### config.mk
export PLATFORM = sky130hd
export DESIGN_NAME = pe_ctrl
export DESIGN_NICKNAME = d
export VERILOG_FILES = /design/src/rtl/pe_ctrl_pkg.sv /design/src/rtl/pe_ctrl_addr_gen.sv /design/src/rtl/pe_ctrl.sv
export SDC_FILE = /design/constraint.sdc
export NUM_CORES = 1
export LEC_CHECK = 0
export ABC_AREA = 1
export CORE_AREA = 4 4 432 434
export DETAILED_ROUTE_END_ITERATION = 7
export DIE_AREA = 0 0 436 438
export HOLD_SLACK_MARGIN = 0.12
export PLACE_DENSITY_LB_ADDON = 0.15
export SLEW_MARGIN = 20
export SYNTH_ARGS = -nofsm -noshare
export SYNTH_HDL_FRONTEND = slang
export SYNTH_SLANG_ARGS = --single-unit
### constraint.sdc
create_clock -name clk -period 4.7 [get_ports clk]
set_clock_uncertainty 0.2 [all_clocks]
set_input_delay 0.94 -clock clk [delete_from_list [all_inputs] [get_ports clk]]
set_output_delay 0.94 -clock clk [all_outputs]
set_load 0.01 [all_outputs]
### src/rtl/pe_ctrl_pkg.sv
// Shared types and defaults for the PE controller.
// Holds FSM encoding, default parameters and counter width helper.
package pe_ctrl_pkg;

  localparam int DATA_WIDTH_DEF = 8;
  localparam int NUM_MACS_DEF   = 64;
  localparam int K_MAX_DEF      = 256;
  localparam int T_MAX_DEF      = 256;
  localparam int ADDR_WIDTH_DEF = 16;
  localparam int PE_LAT_DEF     = 1;

  typedef enum logic [2:0] {
    S_IDLE,
    S_CLEAR,
    S_FEED,
    S_DRAIN,
    S_HOLD
  } state_e;

  // Bits needed to hold 0..max_v inclusive.
  function automatic int cnt_w(input int max_v);
    return $clog2(max_v + 1);
  endfunction

endpackage

### src/rtl/pe_ctrl_addr_gen.sv
// Operand address counters for the PE controller.
// A runs across the whole job; B restarts at its base every tile.
module pe_ctrl_addr_gen
  import pe_ctrl_pkg::*;
#(
  parameter int ADDR_WIDTH = ADDR_WIDTH_DEF
) (
  input  logic                  clk,
  input  logic                  rst,
  input  logic                  load_i,
  input  logic [ADDR_WIDTH-1:0] a_base_i,
  input  logic [ADDR_WIDTH-1:0] b_base_i,
  input  logic                  b_rst_i,
  input  logic                  adv_i,
  output logic [ADDR_WIDTH-1:0] a_addr_o,
  output logic [ADDR_WIDTH-1:0] b_addr_o
);

  logic [ADDR_WIDTH-1:0] a_q;
  logic [ADDR_WIDTH-1:0] b_q;
  logic [ADDR_WIDTH-1:0] b_base_q;

  always_ff @(posedge clk or negedge rst) begin
    if (!rst) begin
      a_q      <= '0;
      b_q      <= '0;
      b_base_q <= '0;
    end else if (load_i) begin
      a_q      <= a_base_i;
      b_q      <= b_base_i;
      b_base_q <= b_base_i;
    end else if (b_rst_i) begin
      b_q <= b_base_q;
    end else if (adv_i) begin
      a_q <= a_q + ADDR_WIDTH'(1);
      b_q <= b_q + ADDR_WIDTH'(1);
    end
  end

  assign a_addr_o = a_q;
  assign b_addr_o = b_q;

endmodule

### src/rtl/pe_ctrl.sv
// Job sequencer feeding operands to a MAC PE, one tile at a time.
// Optional PE_CTRL_PERF_EN adds a 32-bit busy-cycle counter output.
module pe_ctrl
  import pe_ctrl_pkg::*;
#(
  parameter int DATA_WIDTH = DATA_WIDTH_DEF,
  parameter int NUM_MACS   = NUM_MACS_DEF,
  parameter int K_MAX      = K_MAX_DEF,
  parameter int T_MAX      = T_MAX_DEF,
  parameter int ADDR_WIDTH = ADDR_WIDTH_DEF,
  parameter int PE_LAT     = PE_LAT_DEF,
  localparam int KW = cnt_w(K_MAX),
  localparam int TW = cnt_w(T_MAX),
  localparam int PW = NUM_MACS * DATA_WIDTH
) (
  input  logic                  clk,
  input  logic                  rst,
  input  logic                  cmd_valid,
  output logic                  cmd_ready,
  input  logic [KW-1:0]         cmd_k,
  input  logic [TW-1:0]         cmd_tiles,
  input  logic [ADDR_WIDTH-1:0] cmd_a_base,
  input  logic [ADDR_WIDTH-1:0] cmd_b_base,
  input  logic [1:0]            cmd_tsk,
  output logic                  rd_en,
  output logic [ADDR_WIDTH-1:0] a_addr,
  output logic [ADDR_WIDTH-1:0] b_addr,
  output logic                  pe_mac_en,
  output logic                  pe_rst_mac,
  output logic [1:0]            pe_tsk_ctrl,
  input  logic [PW-1:0]         pe_o_packed,
  output logic                  res_valid,
  input  logic                  res_ready,
  output logic [PW-1:0]         res_data,
  output logic [TW-1:0]         res_tile_idx,
  output logic                  busy,
  output logic                  done
`ifdef PE_CTRL_PERF_EN
  ,
  output logic [31:0]           perf_cycles
`endif
);

  localparam logic [7:0] LAT8 = 8'(PE_LAT);

  state_e          state_q;
  logic [KW-1:0]   k_q;
  logic [KW-1:0]   kcnt_q;
  logic [TW-1:0]   tiles_q;
  logic [TW-1:0]   tile_q;
  logic [7:0]      dcnt_q;
  logic [1:0]      tsk_q;
  logic            cmd_ready_q;
  logic            rd_en_q;
  logic            mac_en_q;
  logic            rst_mac_q;
  logic            res_valid_q;
  logic [PW-1:0]   res_data_q;
  logic [TW-1:0]   res_idx_q;
  logic            busy_q;
  logic            done_q;

  logic            accept;
  logic [KW-1:0]   k_in;
  logic [TW-1:0]   t_in;

  assign accept = (state_q == S_IDLE) && cmd_ready_q && cmd_valid;
  assign k_in   = (cmd_k > KW'(K_MAX)) ? KW'(K_MAX) : cmd_k;
  assign t_in   = (cmd_tiles > TW'(T_MAX)) ? TW'(T_MAX) : cmd_tiles;

  pe_ctrl_addr_gen #(
    .ADDR_WIDTH(ADDR_WIDTH)
  ) u_addr (
    .clk      (clk),
    .rst      (rst),
    .load_i   (accept),
    .a_base_i (cmd_a_base),
    .b_base_i (cmd_b_base),
    .b_rst_i  (state_q == S_CLEAR),
    .adv_i    (state_q == S_FEED),
    .a_addr_o (a_addr),
    .b_addr_o (b_addr)
  );

  always_ff @(posedge clk or negedge rst) begin
    if (!rst) begin
      state_q     <= S_IDLE;
      k_q         <= '0;
      kcnt_q      <= '0;
      tiles_q     <= '0;
      tile_q      <= '0;
      dcnt_q      <= '0;
      tsk_q       <= '0;
      cmd_ready_q <= 1'b0;
      rd_en_q     <= 1'b0;
      mac_en_q    <= 1'b0;
      rst_mac_q   <= 1'b0;
      res_valid_q <= 1'b0;
      res_data_q  <= '0;
      res_idx_q   <= '0;
      busy_q      <= 1'b0;
      done_q      <= 1'b0;
    end else begin
      done_q    <= 1'b0;
      rst_mac_q <= 1'b0;
      // Operand memory has one cycle of read latency.
      mac_en_q  <= rd_en_q;
      unique case (state_q)
        S_IDLE: begin
          cmd_ready_q <= 1'b1;
          busy_q      <= 1'b0;
          tsk_q       <= '0;
          if (accept) begin
            k_q     <= k_in;
            tiles_q <= t_in;
            tile_q  <= '0;
            if (k_in == '0 || t_in == '0) begin
              done_q <= 1'b1;
            end else begin
              state_q     <= S_CLEAR;
              cmd_ready_q <= 1'b0;
              busy_q      <= 1'b1;
              tsk_q       <= cmd_tsk;
              rst_mac_q   <= 1'b1;
            end
          end
        end
        S_CLEAR: begin
          state_q <= S_FEED;
          rd_en_q <= 1'b1;
          kcnt_q  <= '0;
        end
        S_FEED: begin
          kcnt_q <= kcnt_q + KW'(1);
          if (kcnt_q == k_q - KW'(1)) begin
            rd_en_q <= 1'b0;
            dcnt_q  <= '0;
            state_q <= S_DRAIN;
          end
        end
        S_DRAIN: begin
          dcnt_q <= dcnt_q + 8'd1;
          if (dcnt_q == LAT8) begin
            res_data_q  <= pe_o_packed;
            res_idx_q   <= tile_q;
            res_valid_q <= 1'b1;
            state_q     <= S_HOLD;
          end
        end
        S_HOLD: begin
          if (res_ready) begin
            res_valid_q <= 1'b0;
            if (tile_q == tiles_q - TW'(1)) begin
              state_q     <= S_IDLE;
              done_q      <= 1'b1;
              busy_q      <= 1'b0;
              cmd_ready_q <= 1'b1;
              tsk_q       <= '0;
            end else begin
              tile_q    <= tile_q + TW'(1);
              rst_mac_q <= 1'b1;
              state_q   <= S_CLEAR;
            end
          end
        end
        default: state_q <= S_IDLE;
      endcase
    end
  end

`ifdef PE_CTRL_PERF_EN
  logic [31:0] perf_q;

  always_ff @(posedge clk or negedge rst) begin
    if (!rst) begin
      perf_q <= '0;
    end else if (accept) begin
      perf_q <= '0;
    end else if (busy_q) begin
      perf_q <= perf_q + 32'd1;
    end
  end

  assign perf_cycles = perf_q;
`endif

  assign cmd_ready    = cmd_ready_q;
  assign rd_en        = rd_en_q;
  assign pe_mac_en    = mac_en_q;
  assign pe_rst_mac   = rst_mac_q;
  assign pe_tsk_ctrl  = tsk_q;
  assign res_valid    = res_valid_q;
  assign res_data     = res_data_q;
  assign res_tile_idx = res_idx_q;
  assign busy         = busy_q;
  assign done         = done_q;

endmodule

==> metrics.txt <==
# TYPE chip_impl_metric gauge
chip_impl_metric{name="globalRoute.totalOverflow",unit=""} 0
chip_impl_metric{name="placement.io_buffers",unit=""} 1129
chip_impl_metric{name="detail_route.first_pass.iterations",unit=""} 5
chip_impl_metric{name="post_route_cells_drive_above_1_share",unit="%"} 6.12
chip_impl_info{name="root_buffer_selected_by_cts",value="clkbuf_16"} 1
chip_impl_metric{name="postSynth.asyncResetShare",unit="%"} 100
chip_impl_info{name="most-common-layout-cells",value="1128 x clkdlybuf4s50_1, 625 x dfrtp_1, 495 x mux2_1"} 1
chip_impl_metric{name="fp.dieW",unit="um"} 436
chip_impl_metric{name="grt_usage",unit="%"} 12.3
chip_impl_metric{name="design.final.nets",unit=""} 3680
chip_impl_metric{name="worst_setup_slack_post_dpl",unit="ns"} 0.938
chip_impl_metric{name="critPathBufInv",unit=""} 1
chip_impl_info{name="synth_flop_cell",value="dfrtp_1"} 1
chip_impl_metric{name="final-instance-count-excl-fill",unit=""} 5565
chip_impl_metric{name="synth_area",unit="mm^2"} 0.0251
chip_impl_metric{name="dpl.cell_count",unit=""} 5398
chip_impl_info{name="rsz0062_at_grt",value="false"} 1
chip_impl_metric{name="timing.final.ws_setup",unit="ns"} 1.67
chip_impl_metric{name="area_growth_syn_to_layout",unit="%"} 68.2
chip_impl_metric{name="clockBufferDepth",unit=""} 3
chip_impl_metric{name="postSynthAreaPerCell",unit="um^2"} 13.0
chip_impl_metric{name="final.setup.tns",unit="ns"} 0
chip_impl_metric{name="worstSkewPairLatency",unit="ns"} 0.69
chip_impl_info{name="slowest_stage_cell_on_the_critical_path",value="clkdlybuf4s50_1"} 1
chip_impl_info{name="cpLargestDelayFamily",value="buffers and inverters"} 1
chip_impl_metric{name="number_of_vias_after_detailed_routing",unit=""} 19514
chip_impl_metric{name="final-max-slew-violation-count",unit=""} 0
chip_impl_metric{name="cts_post_setup_buffers_inserted",unit=""} 0
chip_impl_metric{name="detail_route.vias_per_cell",unit=""} 3.51
chip_impl_metric{name="ioPinCount",unit=""} 1130
chip_impl_metric{name="period_minus_ws_final",unit="ns"} 3.03
chip_impl_metric{name="post-route-util",unit="%"} 23.2
chip_impl_metric{name="maxSlewHeadroom",unit="%"} 38.4
chip_impl_metric{name="effective_utilization_at_floorplan",unit="%"} 13.8
chip_impl_info{name="cts_tree",value="built"} 1
chip_impl_metric{name="dp_hpwl",unit="mm"} 95.7
chip_impl_metric{name="drtIter0Drc",unit=""} 820
chip_impl_metric{name="gp_routability_congestion",unit=""} 0.770
chip_impl_metric{name="worst_setup_hold_path_clk_slew",unit="ns"} 0.05
chip_impl_metric{name="fmax",unit="MHz"} 330
chip_impl_metric{name="floorplan.die.height",unit="um"} 438
chip_impl_metric{name="rows",unit=""} 157
chip_impl_info{name="timing.hold.worst.class",value="reg -> reg"} 1
chip_impl_metric{name="design_power_total",unit="mW"} 28.3
chip_impl_metric{name="synth-seq-area-share",unit="%"} 62.2
chip_impl_metric{name="pin_count_of_the_biggest_net_entering_global_routing",unit=""} 132
chip_impl_metric{name="period_share",unit="%"} 64.4
chip_impl_metric{name="ys_warn_count",unit=""} 0
chip_impl_metric{name="final_hold_viol_count",unit=""} 0
chip_impl_metric{name="finalSetupViolCount",unit=""} 0
chip_impl_metric{name="grt_antenna_before_repair",unit=""} 30
chip_impl_metric{name="rr_worst_depth",unit=""} 6
chip_impl_metric{name="cp_data_arrival_time",unit="ns"} 1.89
chip_impl_metric{name="number_of_synthesized_register_bits",unit=""} 625
chip_impl_metric{name="synth-edff-count",unit=""} 0
chip_impl_metric{name="drt_wl_total",unit="mm"} 121
chip_impl_metric{name="path_max_fanout",unit=""} 3
chip_impl_metric{name="drc_errors",unit=""} 0
chip_impl_metric{name="worstMarginPinSlew",unit="ns"} 0.924
chip_impl_metric{name="dpl-instance-area",unit="mm^2"} 0.0395
chip_impl_info{name="final_common_cell",value="clkdlybuf4s50_1"} 1
chip_impl_metric{name="timing.critical_path.depth",unit=""} 1
chip_impl_metric{name="clock_tree.htree_level_count",unit=""} 3
chip_impl_metric{name="cts_resized",unit=""} 0
chip_impl_metric{name="power_per_cell_area",unit="mW/mm^2"} 669
chip_impl_info{name="worstSetupStartpointType",value="flip-flop"} 1
chip_impl_metric{name="critical_path_required",unit="ns"} 3.56
chip_impl_info{name="outcome",value="complete, no violations"} 1
chip_impl_info{name="category_of_the_worst_setup_path_capture_point",value="output pin"} 1
chip_impl_metric{name="netlist-cell-type-count",unit=""} 37
chip_impl_metric{name="vdd_drop_max",unit="uV"} 244
chip_impl_metric{name="vias_in_the_first_global_route",unit=""} 20544
chip_impl_metric{name="final_antenna_net_count",unit=""} 0
chip_impl_metric{name="core_box_area",unit="mm^2"} 0.183
chip_impl_metric{name="tritoncts_buffer_count",unit=""} 88
chip_impl_info{name="timing.critical_path.cells",value="clkdlybuf4s50_1"} 1
chip_impl_metric{name="min_delay_path_depth",unit=""} 2
chip_impl_metric{name="maxCapViolations",unit=""} 0
chip_impl_metric{name="slowest_delay",unit="ns"} 0.69
chip_impl_info{name="path_class",value="reg -> out"} 1
chip_impl_metric{name="die-area",unit="mm^2"} 0.191
chip_impl_metric{name="whs",unit="ns"} 0.276
chip_impl_metric{name="ff2ff_setup_slack",unit="ns"} 1.70
chip_impl_metric{name="p_leak",unit="nW"} 17.3
chip_impl_metric{name="grt_pass1_wl",unit="mm"} 168
chip_impl_metric{name="wire_per_inst",unit="um"} 21.8
chip_impl_metric{name="syn_inst",unit=""} 1930
chip_impl_metric{name="stdcell_area",unit="mm^2"} 0.0423
chip_impl_metric{name="number_of_sinks_driven_by_the_clock_tree",unit=""} 625
chip_impl_metric{name="mappedNetlistNets",unit=""} 2506
-- sequential cells by signal, summed over array words and instances, names as in the netlist, 2 cells and up --
register / count
pe_tsk_ctrl: 2
tiles_q: 9
u_addr.b_addr_o: 16
u_addr.a_addr_o: 16
res_data: 512
res_tile_idx: 9
state_q: 3
tile_q: 9
k_q: 9
u_addr.b_base_q: 16
kcnt_q: 9
dcnt_q: 8
-- final timing paths --
check / end / startpoint
setup / recovery: rd_en / rd_en
hold / removal: u_addr.b_base_q[3] / u_addr.b_base_q[3]
max in group asynchronous: res_data[436] / rst
min in group asynchronous: res_data[60] / rst
setup reg to reg: res_data[26] / dcnt_q[0]
hold reg to reg: u_addr.b_base_q[3] / u_addr.b_base_q[3]
-- layout make-up --
class	count	area, um^2
flip-flops and latches	625	15600
clock inverters	18	185
fillers	19552	140000
inverters	109	409
well taps	2385	2980
multi-input cells	1117	8730
clock buffers	136	2620
diodes	12	30.0
repair buffers	1163	11700
-- report_power, final --
group          switching [mW]  internal, mW
Clock                    2.68          3.87
Sequential               1.56          8.02
Combinational            5.67          6.51
Total                    9.90          18.4
-- per-layer routing --
layer  GRT usage (%)  routed length [um]  share of wire (%)
met5               0                 118              0.097
met4            4.22                3410                2.8
met3            3.66                7490                6.2
met2            22.7               64900                 53
met1            13.4               45500                 38
-- worst register-to-register path, stage by stage (launching register included) --
cell and delay, ns:
dfrtp_1 0.42, ha_1 0.22, nand4_1 0.11, nor2_1 0.08, nand2_4 0.53, buf_4 0.83
mux2_1 0.47
-- cells by family after synthesis --
logic type                 after synthesis  synth area share (%)
AOI/OAI and AO/OA                      139                  3.08
muxes                                  514                  23.0
adders and majority gates                8                 0.398
and+or+nand+nor                        428                  7.22
xor gates and xnor gates                28                 0.975
DFF                                    625                  62.2
buffers and inverters                  188                  3.12
-- synthesized netlist by cell type, drive strengths merged (10+ instances only) --
cell type,count,share of area [%]
clkbuf,14,0.21
nand4,15,0.37
inv,108,1.6
o211ai,10,0.30
nand2,231,3.5
o21ai,72,1.4
nand3,90,1.8
buf,65,1.3
xor2,23,0.80
nor2,75,1.1
nor3,12,0.30
mux2,514,23
o22ai,10,0.25
dfrtp,625,62
a21oi,29,0.58
-- timing repair --
item	in CTS	in global routing
hold buffers	1	0
endpoints found under the setup margin	0	0
endpoints found under the hold margin	47	0
(Power assumes the default switching activity.)
